`src/rtl/fpu_mul16_iter_pkg.sv`:
```
// Shared FP16 constants, operand format and multiplier FSM states.
// FPU_MUL_RADIX4_EN selects the radix-4 iteration count.
package fpu_mul16_iter_pkg;

    localparam int FP16_EXPW  = 5;
    localparam int FP16_FRACW = 10;
    localparam int FP16_BIAS  = 15;
    localparam int FP16_SIGW  = 11;
    localparam int PROD_W     = 2 * FP16_SIGW;

`ifdef FPU_MUL_RADIX4_EN
    localparam int MUL_STEPS = 6;
`else
    localparam int MUL_STEPS = 11;
`endif

    typedef struct packed {
        logic                  sign;
        logic [FP16_EXPW-1:0]  exp;
        logic [FP16_FRACW-1:0] frac;
    } fp16_t;

    typedef enum logic [1:0] {
        IDLE,
        MUL,
        DONE
    } mulState_t;

endpackage

```
`src/rtl/fpu_mul16_iter_step.sv`:
```
// One shift-add iteration of the significand multiplier.
// FPU_MUL_RADIX4_EN: consume two multiplier bits per step instead of one.
module fpuMulStep
    import fpu_mul16_iter_pkg::*;
(
    input  logic [PROD_W-1:0]  acc,
    input  logic [PROD_W-1:0]  mcand,
    input  logic [FP16_SIGW:0] mplier,
    output logic [PROD_W-1:0]  acc_nxt,
    output logic [PROD_W-1:0]  mcand_nxt,
    output logic [FP16_SIGW:0] mplier_nxt
);

    logic [PROD_W-1:0] addend;

    // Select the partial product, accumulate it, advance both shifters
    always_comb begin
        addend = '0;
`ifdef FPU_MUL_RADIX4_EN
        unique case (mplier[1:0])
            2'd0: addend = '0;
            2'd1: addend = mcand;
            2'd2: addend = mcand << 1;
            2'd3: addend = mcand + (mcand << 1);
        endcase
        mcand_nxt  = mcand << 2;
        mplier_nxt = mplier >> 2;
`else
        if (mplier[0]) addend = mcand;
        mcand_nxt  = mcand << 1;
        mplier_nxt = mplier >> 1;
`endif
        acc_nxt = acc + addend;
    end

endmodule

```
`src/rtl/fpu_mul16_iter.sv`:
```
// Iterative FP16 significand multiplier feeding the normalizer.
// FPU_MUL_RADIX4_EN: radix-4 iteration (6 MUL cycles instead of 11).
module fpu_mul16_iter
    import fpu_mul16_iter_pkg::*;
#(
    parameter int LAT_BITS = 4
) (
    input  logic                 clk,
    input  logic                 rst,
    input  logic                 inValid,
    output logic                 inReady,
    input  fp16_t                mulIn1,
    input  fp16_t                mulIn2,
    output logic                 outValid,
    input  logic                 outReady,
    output logic                 unnormSign,
    output logic [1:0]           unnormInt,
    output logic [19:0]          unnormFrac,
    output logic [FP16_EXPW-1:0] unnormExp,
    output logic                 sticky,
    output logic                 expOF,
    output logic                 expUF
);

    mulState_t state, state_nxt;

    logic [PROD_W-1:0]   acc, acc_nxt;
    logic [PROD_W-1:0]   mcand, mcand_nxt;
    logic [FP16_SIGW:0]  mplier, mplier_nxt;
    logic [LAT_BITS-1:0] cnt;
    logic                sign_r;
    logic signed [6:0]   exp_r;

    logic [FP16_SIGW-1:0] sig_a, sig_b;
    logic [6:0]           eff_a, eff_b;
    logic signed [6:0]    exp_in;
    logic                 zero_in;
    logic                 last_step;

    assign sig_a   = {|mulIn1.exp, mulIn1.frac};
    assign sig_b   = {|mulIn2.exp, mulIn2.frac};
    assign eff_a   = (mulIn1.exp == '0) ? 7'd1 : {2'b00, mulIn1.exp};
    assign eff_b   = (mulIn2.exp == '0) ? 7'd1 : {2'b00, mulIn2.exp};
    assign exp_in  = $signed(eff_a + eff_b - 7'(FP16_BIAS));
    assign zero_in = (mulIn1.exp == '0 && mulIn1.frac == '0) ||
                     (mulIn2.exp == '0 && mulIn2.frac == '0);

    assign last_step = (cnt == LAT_BITS'(1));
    assign inReady   = (state == IDLE);

    fpuMulStep u_step (
        .acc        (acc),
        .mcand      (mcand),
        .mplier     (mplier),
        .acc_nxt    (acc_nxt),
        .mcand_nxt  (mcand_nxt),
        .mplier_nxt (mplier_nxt)
    );

    // State register
    always_ff @(posedge clk or posedge rst) begin
        if (rst) state <= IDLE;
        else     state <= state_nxt;
    end

    // Next-state logic
    always_comb begin
        state_nxt = state;
        unique case (state)
            IDLE: if (inValid) state_nxt = zero_in ? DONE : MUL;
            MUL:  if (last_step) state_nxt = DONE;
            DONE: if (outReady) state_nxt = IDLE;
            default: state_nxt = IDLE;
        endcase
    end

    // Operand capture, iteration datapath and registered result
    always_ff @(posedge clk or posedge rst) begin
        if (rst) begin
            acc        <= '0;
            mcand      <= '0;
            mplier     <= '0;
            cnt        <= '0;
            sign_r     <= 1'b0;
            exp_r      <= '0;
            outValid   <= 1'b0;
            unnormSign <= 1'b0;
            unnormInt  <= '0;
            unnormFrac <= '0;
            unnormExp  <= '0;
            sticky     <= 1'b0;
            expOF      <= 1'b0;
            expUF      <= 1'b0;
        end else begin
            unique case (state)
                IDLE: begin
                    if (inValid) begin
                        sign_r <= mulIn1.sign ^ mulIn2.sign;
                        exp_r  <= exp_in;
                        acc    <= '0;
                        mcand  <= {{(PROD_W-FP16_SIGW){1'b0}}, sig_a};
                        mplier <= {1'b0, sig_b};
                        cnt    <= LAT_BITS'(MUL_STEPS);
                        if (zero_in) begin
                            outValid   <= 1'b1;
                            unnormSign <= mulIn1.sign ^ mulIn2.sign;
                            unnormInt  <= '0;
                            unnormFrac <= '0;
                            unnormExp  <= '0;
                            sticky     <= 1'b0;
                            expOF      <= 1'b0;
                            expUF      <= 1'b0;
                        end
                    end
                end
                MUL: begin
                    acc    <= acc_nxt;
                    mcand  <= mcand_nxt;
                    mplier <= mplier_nxt;
                    cnt    <= cnt - 1'b1;
                    if (last_step) begin
                        outValid   <= 1'b1;
                        unnormSign <= sign_r;
                        unnormInt  <= acc_nxt[21:20];
                        unnormFrac <= acc_nxt[19:0];
                        sticky     <= |acc_nxt[8:0];
                        expOF      <= (exp_r > 7'sd30);
                        expUF      <= (exp_r < 7'sd1);
                        if (exp_r > 7'sd30)
                            unnormExp <= FP16_EXPW'(30);
                        else if (exp_r < 7'sd1)
                            unnormExp <= '0;
                        else
                            unnormExp <= exp_r[FP16_EXPW-1:0];
                    end
                end
                DONE: begin
                    if (outReady) outValid <= 1'b0;
                end
                default: ;
            endcase
        end
    end

endmodule

```
`config.mk`:
```
export PLATFORM = sky130hd
export DESIGN_NAME = fpu_mul16_iter
export DESIGN_NICKNAME = d
export VERILOG_FILES = /design/src/rtl/fpu_mul16_iter_pkg.sv /design/src/rtl/fpu_mul16_iter_step.sv /design/src/rtl/fpu_mul16_iter.sv
export SDC_FILE = /design/constraint.sdc
export NUM_CORES = 1
export LEC_CHECK = 0
export CAP_MARGIN = 30
export CORE_MARGIN = 3
export CORE_UTILIZATION = 25
export DETAILED_ROUTE_END_ITERATION = 16
export SLEW_MARGIN = 20
export SYNTH_ARGS = -nofsm -noshare
export SYNTH_HDL_FRONTEND = slang
export SYNTH_SLANG_ARGS = --single-unit
export TNS_END_PERCENT = 20
```
`constraint.sdc`:
```
create_clock -name clk -period 5.89 [get_ports clk]
set_clock_uncertainty 0.1 [all_clocks]
set_input_delay 1.178 -clock clk [delete_from_list [all_inputs] [get_ports clk]]
set_output_delay 1.178 -clock clk [all_outputs]
set_load 0.02 [all_outputs]
```
-- Word level (Yosys, flattened, before mapping)
Index checks and enable logic that the tools add are counted.
- register bits: 102
- bits of input ports: 36
- output and inout port bits: 33
- logic and storage cells: 94
- add/subtract/negate cells: 4
- $lt $le $gt $ge: 2
- equal/unequal tests: 7
- multiplexer cells: 47
- bitwise logic cells: 1
- reduce and logical (&&, ||, !) cells: 18
- operators with widths (operator ; number):
    22-bit case mux with 2 select lines ; 2
    22-bit 2-to-1 mux ; 3
    20-bit 2-to-1 mux ; 3
    20-bit case mux with 2 select lines ; 1
    5-bit 2-to-1 mux ; 7
    12-bit case mux with 2 select lines ; 1
    22-bit adder ; 1
    10-bit logical NOT ; 2
    2-bit 2-to-1 mux ; 7
    1-bit 2-to-1 mux ; 12
    12-bit 2-to-1 mux ; 1
    5-bit logical NOT ; 2
    5-bit case mux with 2 select lines ; 1
    5-bit OR reduction ; 2
    9-bit OR reduction ; 1
    1-bit case mux with 2 select lines ; 4
    4-bit case mux with 2 select lines ; 1
    7-bit by 6-bit > comparator with 1-bit output (second input constant) ; 1
    7-bit by 2-bit less-than comparator with 1-bit output (second input constant) ; 1
    6-bit by 4-bit subtractor with 7-bit output (second input constant) ; 1
    5-bit by 5-bit adder with 6-bit output ; 1
    2-bit inequality test (second input constant) ; 3
    2-bit case mux with 3 select lines ; 1
    5-bit AND reduction ; 1
    other kinds (17) ; 19

-- Depth between registers and ports, before layout
Gate-level depths: netlist (run 1).
- word-level depth: 6
- gate-level depth with buffers: 13

-- Hierarchy
A second synthesis (run 1) with hierarchy kept.
- cell total of the unflattened synthesis: 623
- area total of the unflattened synthesis: 5890.6 µm²
- by module, submodules not included (module ; times used ; cells each ; area each (µm²)):
    fpu_mul16_iter ; 1 ; 427 ; 4473.0
    fpuMulStep ; 1 ; 196 ; 1417.6

-- Worst setup path before layout (run 1)
Ideal clock, no wire load.
- kind: input to register
- from: in mulIn1[13] (netlist name)
- to: reg exp_r[5]
- setup time: 83 ps
- data arrival time: 3161 ps
- required time: 5707 ps
- path slack: 2547 ps
- cell stages on the path: 13
- path through: or4_1 -> nor2_1 -> nor2_1 -> ha_1 -> inv_1 -> ha_1 -> inv_1 -> fa_1 -> inv_1 -> a21o_1 -> a21oi_1 -> xor2_1 -> o21ai_0
- longest elaborated chain between the ends: 4
- RTL lines (element ; RTL line ; RTL):
    start, declared ; fpu_mul16_iter.sv:12 ; input fp16_t mulIn1,
    5-bit logical NOT ; fpu_mul16_iter.sv:42 ; assign eff_a = (mulIn1.exp == '0) ? 7'd1 : {2'b00, mulIn1.exp};
    5-bit 2-to-1 mux (*) ; fpu_mul16_iter.sv:42 ;
    5-bit by 5-bit adder with 6-bit output (*) ; fpu_mul16_iter.sv:44 ; assign exp_in = $signed(eff_a + eff_b - 7'(FP16_BIAS));
    6-bit by 4-bit subtractor with 7-bit output (*) ; fpu_mul16_iter.sv:44 ;
    end signal, assigned ; fpu_mul16_iter.sv:99 ; exp_r <= exp_in;
    end, declared ; fpu_mul16_iter.sv:32 ; logic signed [6:0] exp_r;
Every way passes the cells marked *; elsewhere a longest branch is shown, timed or not.
A chain may end at the register's enable or synchronous reset.

-- Worst setup path in the final report (run 1)
Ends and elaborated chain as after synthesis.

==> run summary, run 1 <==
After synthesis, the most frequently instantiated cells are 140 x sky130_fd_sc_hd__nand2_1, 101 x sky130_fd_sc_hd__dfrtp_1, 49 x sky130_fd_sc_hd__nor2_1. Top flip-flop cell by instance count after synthesis: sky130_fd_sc_hd__dfrtp_1. On the critical path, the stage with the largest delay is an instance of sky130_fd_sc_hd__or4_1. Most frequently used cell type in the post-synthesis netlist: sky130_fd_sc_hd__nand2_1.

For the initial core utilization, the log shows 0.255. The startpoint identified for the worst hold timing path is expUF. The worst setup path is launched from an input port. The worst setup path is of the input port to flop kind. The tools report the number of DRC markers in iteration 0 as 240.

After synthesis, the cell types taking the most area are sky130_fd_sc_hd__dfrtp_1 43%, sky130_fd_sc_hd__nand2_1 9.0%, sky130_fd_sc_hd__ha_1 6.9%, sky130_fd_sc_hd__o21ai_0 3.7%, sky130_fd_sc_hd__nor2_1 3.2%. Max-cap violations in this run came to 0. met2 is the most crowded layer. The number of clock buffers added by TritonCTS is 9.

The via count of the first global-routing pass was 4598. The routed via count divided by cell count came out at 4.70. The core area is 22800 sq um.

The congestion estimate from routability-driven global placement came to 0.859. The mapped cell area came out at 5820 sq um. The register area share after synthesis is 0.435.

The run gives 0.582 as the combinational share of power. Traced cell by cell, the critical path runs through clkdlybuf4s50_1, or4_1, nor2_1, nor2_1, ha_1, inv_1, ha_1, inv_1, fa_1, inv_1, a21o_1, a21oi_1, xor2_1, o21ai_0. Total global routing track utilization: 0.122. Counting distinct cell types in the post-synthesis netlist gives 59.

The run gives 0 as the max-slew violation total from the final report. Summed over all layers, the global routing overflow is 0. Once the clock tree was built, the resizer swapped 0 gates to a different size.

The tools report the number of I/O pins as 69. The logs give 0.0207 for the met3 global-route usage and 0.134 for the portion of total power attributed to the clock network. Post-synthesis cell type with the largest combined area: sky130_fd_sc_hd__dfrtp_1.

The number of instances in the synthesized netlist came out at 665. In the final routed layout, each cell accounts on average for 14.6 um. For the largest voltage drop on the vdd net, the log shows 188 uV.

The fraction of final layout cells with drive strength greater than 1 is 0.0699. X dimension of the die: 159 um. Along the worst hold path, the cell count comes to 2. Fraction of registers with async set/reset: 1.00. The number of nets handed over by synthesis was 735. The clock tree synthesis step divided the H-tree into 3 levels. OpenSTA, run right after detailed placement, puts the worst setup slack at 1.73 ns. The number of setup buffers added after CTS is 0. Yosys mapped a number of flops with a built-in enable equal to 0. Before antenna repair, the detailed router went through 4 iterations. Setup repair after global routing left no endpoint under its margin. Summed over all failing endpoints, the final setup total negative slack is 0 ns. For the finished layout, the period the worst path requires is 3.76 ns. Kind of end point of the critical path: a flop. Share of the cycle needed by the critical path after routing: 0.638.

Setup violations remaining at the end of the flow were counted as 0. Number of cells on the worst reg-to-reg path: 10. The detailed router placed 4836 vias in this run. Along the worst path, the maximum fanout reaches 3. The worst register-to-register path ends at acc[12]. The clock net in this run drives a total of 101 sinks.

The data arrival time at the worst-slack endpoint is 3.93 ns. In this run the critical register-to-register path is launched from mplier[0]. In this run the static leakage power is 3.06 nW. For the worst slew margin relative to its limit, the log shows 0.430. The repair_antennas step left the layout with diodes totalling 0. The flow ran to the end, and the final reports show no timing, DRC or antenna violations.

The hold-fix buffer count after cts was 0; the area growth from synthesis to layout was 21.9%. The filler cells instantiated in the layout total 2403. The number of nets in the layout is 780. The total net switching power was 2.09 mW; the switching fraction of total power was 0.466. The HPWL after detailed placement is 11000 um, and the data required time at the worst endpoint is 6.06 ns. The portion of synthesized cell area occupied by the leading cell type was 0.435; the number of placement rows was 55.

The run gives 0.36 ns as the clock latency on the worst-skew pair. Each instance of the synthesized netlist takes up on average 8.75 sq um. In this run the power density over the cells is 632 nW/um^2. For this run, design rule violations remaining after detail routing come to 0. The run gives 0.311 as the utilization after layout.

The first global-routing pass estimated 24500 um of wire. The tightest min-delay check is of the flop to flop type. The stage delay of the slowest cell on the critical path was 0.52 ns. The tools report the proportion of power drawn by flip-flops and latches as 0.284. The worst hold path terminates at expUF. The dominant cell type by count on the critical path is sky130_fd_sc_hd__inv_1. The tools report the final number of hold-violating endpoints as 0.

Clock-pin slew was measured on the worst setup and hold paths at 0.08 ns. The tools report the initial antenna violation count as 0. The met2 routing resource usage after global routing is 0.186. The number of port buffers is 68. The number of synthesized register bits came out at 101. Entering global routing, the biggest net connects 71 pins.

The count of nets left with antenna violations once routing finished came out at 0. Derived from the worst setup path, the maximum achievable clock frequency is 266 MHz. TritonCTS built the clock tree. The logs give 2 for the maximum buffer depth of the clock tree and 0.176 for the met1 track demand over resource. The final layout contains routed wiring with a total length of 15100 um. Yosys printed 0 warnings. Total chip power: 4.48 mW.

For the cell-internal power, the log shows 2.39 mW. The tree is rooted in a sky130_fd_sc_hd__clkbuf_16. After layout, the worst setup slack is 2.13 ns. At the pin with the least slew margin, the transition time is 0.855 ns. The reg-to-reg setup timing slack was 2.54 ns; the total die area was 25100 sq um.

The floorplan step set the die height to 159 um.
routing by layer:
metal,wire [um],vias up
li1,-,2431
met1,7620,2305
met2,6700,86
met3,419,14
met4,308,0
met5,0,-
stage by stage:
stage | hold WS [ns] | instance area, sq um | instances
after detailed placement | 0.374 | 6800 | 1012
after global routing | 0.410 | 7090 | 1028
after global placement | 0.359 | 6800 | 1012
final | 0.386 | 7090 | 1028
after CTS | 0.392 | 7090 | 1028
after floorplan | 0.345 | 5820 | 665
cell type report:
type	instances	area, sq um	share of cell area
repair buffers	76	741	0.104
multi-input cells	501	3060	0.431
clock inverters	7	65.1	0.00918
well taps	313	392	0.0552
flip-flops and latches	101	2530	0.356
inverters	21	81.3	0.0115
clock buffers	9	225	0.0318
power groups by stage:
stage | logic, mW | clock network [mW] | registers, mW
finish | 2.61 | 0.601 | 1.27
global route | 2.89 | 0.645 | 1.32
floorplan | 1.82 | 0 | 1.32
detailed placement | 2.61 | 0 | 1.29
CTS | 2.62 | 0.610 | 1.28
global placement | 2.58 | 0 | 1.28
state kept, by name (all words and copies together), names as in the netlist, 4 cells and up:
signal	cells
unnormFrac	20
cnt	4
unnormExp	5
mplier	11
mcand	22
acc	22
exp_r	7
worst max path at each step:
stage	slack (ns)	from	depth (start not counted)	endpoint
finish	2.13	mulIn1[13]	14	exp_r[5]
floorplan	1.96	rst	1	acc[0]
global route	1.96	mulIn1[13]	14	exp_r[5]
CTS	2.11	mulIn1[13]	14	exp_r[5]
detailed placement	1.73	mulIn1[13]	14	exp_r[5]
global placement	1.79	mulIn1[13]	14	exp_r[5]
layout by cell type (no fill, tap or decap), types with 16 or more instances in the layout:
cell type	netlist	routed
sky130_fd_sc_hd__a21oi_1	24	24
sky130_fd_sc_hd__nand2_1	140	140
sky130_fd_sc_hd__inv_1	21	20
sky130_fd_sc_hd__a31oi_1	24	24
sky130_fd_sc_hd__o21ai_1	16	16
sky130_fd_sc_hd__dfrtp_1	101	101
sky130_fd_sc_hd__nor2_1	49	48
sky130_fd_sc_hd__o21ai_0	43	43
sky130_fd_sc_hd__and2_1	22	22
sky130_fd_sc_hd__clkdlybuf4s50_1	0	68
sky130_fd_sc_hd__ha_1	32	32
cell families after synthesis:
logic type / share of synthesized area
multiplexers: 0.00387
AO/OA/AOI/OAI: 0.198
XOR/XNOR: 0.0241
AND/OR/NAND/NOR: 0.222
adder cells (fa/ha/maj): 0.0757
buffers and inverters: 0.0420
flip-flops: 0.435
worst max-delay path: cells and delay by family:
kind | cells | cell delay, ns
buffers and inverters | 4 | 0.61
AND/OR/NAND/NOR | 3 | 0.93
XOR/XNOR | 1 | 0.14
AO/OA/AOI/OAI | 3 | 0.32
adder cells (fa/ha/maj) | 3 | 0.75
Power figures use the tool's default switching activity.
==> run 2: changes to the inputs <==
==> constraint.sdc (replaced) <==
create_clock -name clk -period 3.4 [get_ports clk]
set_clock_uncertainty 0.1 [all_clocks]
set_input_delay 0.68 -clock clk [delete_from_list [all_inputs] [get_ports clk]]
set_output_delay 0.68 -clock clk [all_outputs]
set_load 0.02 [all_outputs]
==> run 2 against run 1 <==
Net effect: clock power up 75%; non-clock buffer count up 13; cell area grew 2.1%; wire length shrank 1.1%; setup slack worse by 1.7 ns; first-iteration DRC count rose by 33%; register-to-register slack worse by 2.1 ns; worst hold slack got worse by 0.0051 ns; total power rose by 75%; flip-flop and latch count unchanged; sequential share of layout area fell by 0.72 points; largest cell class unchanged.
==> run summary, run 2 (synthesis results as in run 1) <==
Cell internal power was estimated by the tool at 4.25 mW. Setup repair after global routing left no endpoint under its margin. The y dimension of the die was 159 um; the post-layout minimum cycle time was 2.99 ns. Dividing the detail-routed via count by the number of cells gives 4.69.

At the pin with the least slew margin, the transition time is 0.761 ns. The logs give 0 for the max-slew violation total from the final report and 9 for the number of buffers inserted during clock tree synthesis. The fraction of final layout cells with drive strength greater than 1 is 0.0865.

For this run, the post-layout net count is 793. After clock tree synthesis, the flow added hold-fix buffers numbering 0. The power density over the cells was 1080 nW/um^2.

The tools report the clock latency on the worst-skew pair as 0.36 ns. In this run the standard cell core region covers 22800 sq um. The number of port buffers is 68, and the total congestion overflow after global routing is 0. The via count of the first global-routing pass is 4842. The run gives 0 as the final number of hold-violating endpoints. For this design the total switching power over the nets is 3.60 mW. The data arrival time at the worst-slack endpoint is 3.17 ns, and the setup TNS is 0 ns. The first global-routing pass estimated 25400 um of wire. At the end of routability-driven placement, the weighted congestion stood at 0.837.

For the number of placement rows, the log shows 55. In this run the remaining antenna-violating nets after routing total 0. 69 I/O pins were placed. The worst register-to-register path ends at unnormFrac[16]. The total die area is 25100 sq um, and the reported max-cap violation count is 0. The maximum buffer depth of the clock tree is 2.

The run finished with clean final reports. The static leakage is 3.14 nW, and the count of endpoints failing setup in the final report is 0. The H-tree was split into 3 levels. Data on the critical path is required at its endpoint by 3.58 ns. After clock tree synthesis, the clock-pin slew on the worst setup and hold paths is 0.08 ns. Tracing the worst setup path back leads to its startpoint at mulIn1[13]. Including well taps, the total number of placed cells is 1025.

VDD sags by at most 339 uV. The run gives 0.127 as the total global routing track utilization. The tree is rooted in a sky130_fd_sc_hd__clkbuf_16. The number of gates given a new drive strength after cts came out at 0. In the final layout, the registers with the most flip-flops are acc x22, mcand x22, unnormFrac x20. The portion of total power attributed to the clock network was 0.133. The number of clock sinks came out at 101. The first routing iteration left 319 violations.

The library cells used most frequently in the layout, excluding fill and tap cells, are 140 x sky130_fd_sc_hd__nand2_1, 101 x sky130_fd_sc_hd__dfrtp_1, 68 x sky130_fd_sc_hd__clkdlybuf4s50_1, 48 x sky130_fd_sc_hd__nor2_1, 43 x sky130_fd_sc_hd__o21ai_0. For this run, design rule violations remaining after detail routing come to 0. The tightest min-delay check is of the flop to flop type.

In the final routed layout, each cell accounts on average for 14.3 um. The utilization after layout was 0.318; the area growth from synthesis to layout was 24.4%. Initial antenna violation count: 0. The timing-limited maximum frequency was 335 MHz. The tools report the critical register-to-register path startpoint as mplier[0]. The count of inserted antenna diode cells is 0, and the number of cells on the worst reg-to-reg path is 9.

In this run the post-CTS setup repair buffer count came out at 0. The worst hold path begins at sign_r. The first detailed-routing pass took 4 iterations. The combinational share of power was 0.589.

The share of the cycle needed by the critical path after routing works out to 0.879. The critical path in this run is classified as input port to flop. After the flow finishes, the layout carries non-filler instances totaling 1041. Most common cell after layout, fill and taps aside: sky130_fd_sc_hd__nand2_1. The reg-to-reg setup timing slack is 0.41 ns.

The kind of end point of the critical path was a flop. The die is 159 um wide. TritonCTS built the clock tree.

The routed layout has 4879 vias. The logs give 0.255 for the initial core utilization and 71 for the maximum number of pins on one net before global-route repair. Following the worst setup path forward leads to its endpoint at exp_r[5]. The wire-length estimate of the detail-placed layout is 11400 um. For the worst slew margin relative to its limit, the log shows 0.492.

Summed over all layers, the routed wires come to 14900 um. The tools report the launching element type of the critical path as an input port. Along the worst path, the maximum fanout reaches 2. The switching fraction of total power came out at 0.459. The tools report the proportion of power drawn by flip-flops and latches as 0.278.
==> run 2: cell count changes in the layout (fill, tap and decap cells not counted), sizes merged <==
| cell | change |
|---|---|
| inv | -2 |
| clkinv | +1 |
| buf | +13 |
| clkinvlp | +1 |
==> run 2: metal layers <==
metal,share of wire,track usage
met1,0.48,0.179
met2,0.46,0.196
met3,0.042,0.0204
met4,0.017,0.0479
met5,0,0
==> run 2: worst min-delay path by stage <==
stage                     to  slack, ns  depth (start not counted)
2_1_floorplan         sign_r       0.34                          2
3_3_place_gp          sign_r       0.36                          2
3_5_place_dp          sign_r       0.37                          2
4_1_cts               sign_r       0.39                          2
5_1_grt        unnormFrac[8]       0.41                          2
6_report              sign_r       0.38                          2
==> run 2: critical path, cell delays in order <==
cell and delay (ns):
sky130_fd_sc_hd__clkdlybuf4s50_1 0.44, sky130_fd_sc_hd__or4_1 0.52, sky130_fd_sc_hd__nor2_1 0.14, sky130_fd_sc_hd__nor2_1 0.06, sky130_fd_sc_hd__ha_1 0.19, sky130_fd_sc_hd__inv_1 0.05, sky130_fd_sc_hd__ha_1 0.15, sky130_fd_sc_hd__inv_1 0.05
sky130_fd_sc_hd__fa_1 0.39, sky130_fd_sc_hd__inv_1 0.07, sky130_fd_sc_hd__a21o_1 0.10, sky130_fd_sc_hd__a21oi_1 0.06, sky130_fd_sc_hd__xor2_1 0.14, sky130_fd_sc_hd__o21ai_0 0.14
==> run 2: metrics by stage <==
step           area (sq um)  total power, mW  hold slack, ns  worst slack (ns)
6_report               7240             7.84           0.381             0.413
5_1_grt                7240             8.61           0.414             0.162
4_1_cts                7240             7.92           0.390             0.406
3_5_place_dp           6940             6.86           0.371            0.0308
3_3_place_gp           6940             6.81           0.359            0.0703
2_1_floorplan          5820             5.44           0.345             0.555
==> run 2: layout make-up <==
class                   count  area, sq um
inverters                  21         82.6
flip-flops and latches    101         2530
repair buffers             89          876
fillers                  2365        15500
clock inverters             7         75.1
clock buffers               9          225
multi-input cells         501         3060
well taps                 313          392
==> run 2: power groups by stage <==
stage               logic, mW  registers, mW  clock network, mW
finish                   4.62           2.18               1.05
detailed placement       4.65           2.21                  0
global placement         4.61           2.20                  0
floorplan                3.15           2.29                  0
global route             5.22           2.27               1.13
CTS                      4.66           2.19               1.08
==> run 3: changes to the inputs <==
--- a/config.mk
+++ b/config.mk
@@ -8,7 +8,9 @@
 export CAP_MARGIN = 30
 export CORE_MARGIN = 3
 export CORE_UTILIZATION = 25
+export CTS_CLUSTER_DIAMETER = 50
 export DETAILED_ROUTE_END_ITERATION = 16
+export SKIP_LAST_GASP = 1
 export SLEW_MARGIN = 20
 export SYNTH_ARGS = -nofsm -noshare
 export SYNTH_HDL_FRONTEND = slang
==> results of run 3 <==
Same layout as run 2: the final DEF is identical, and so are final timing and power.
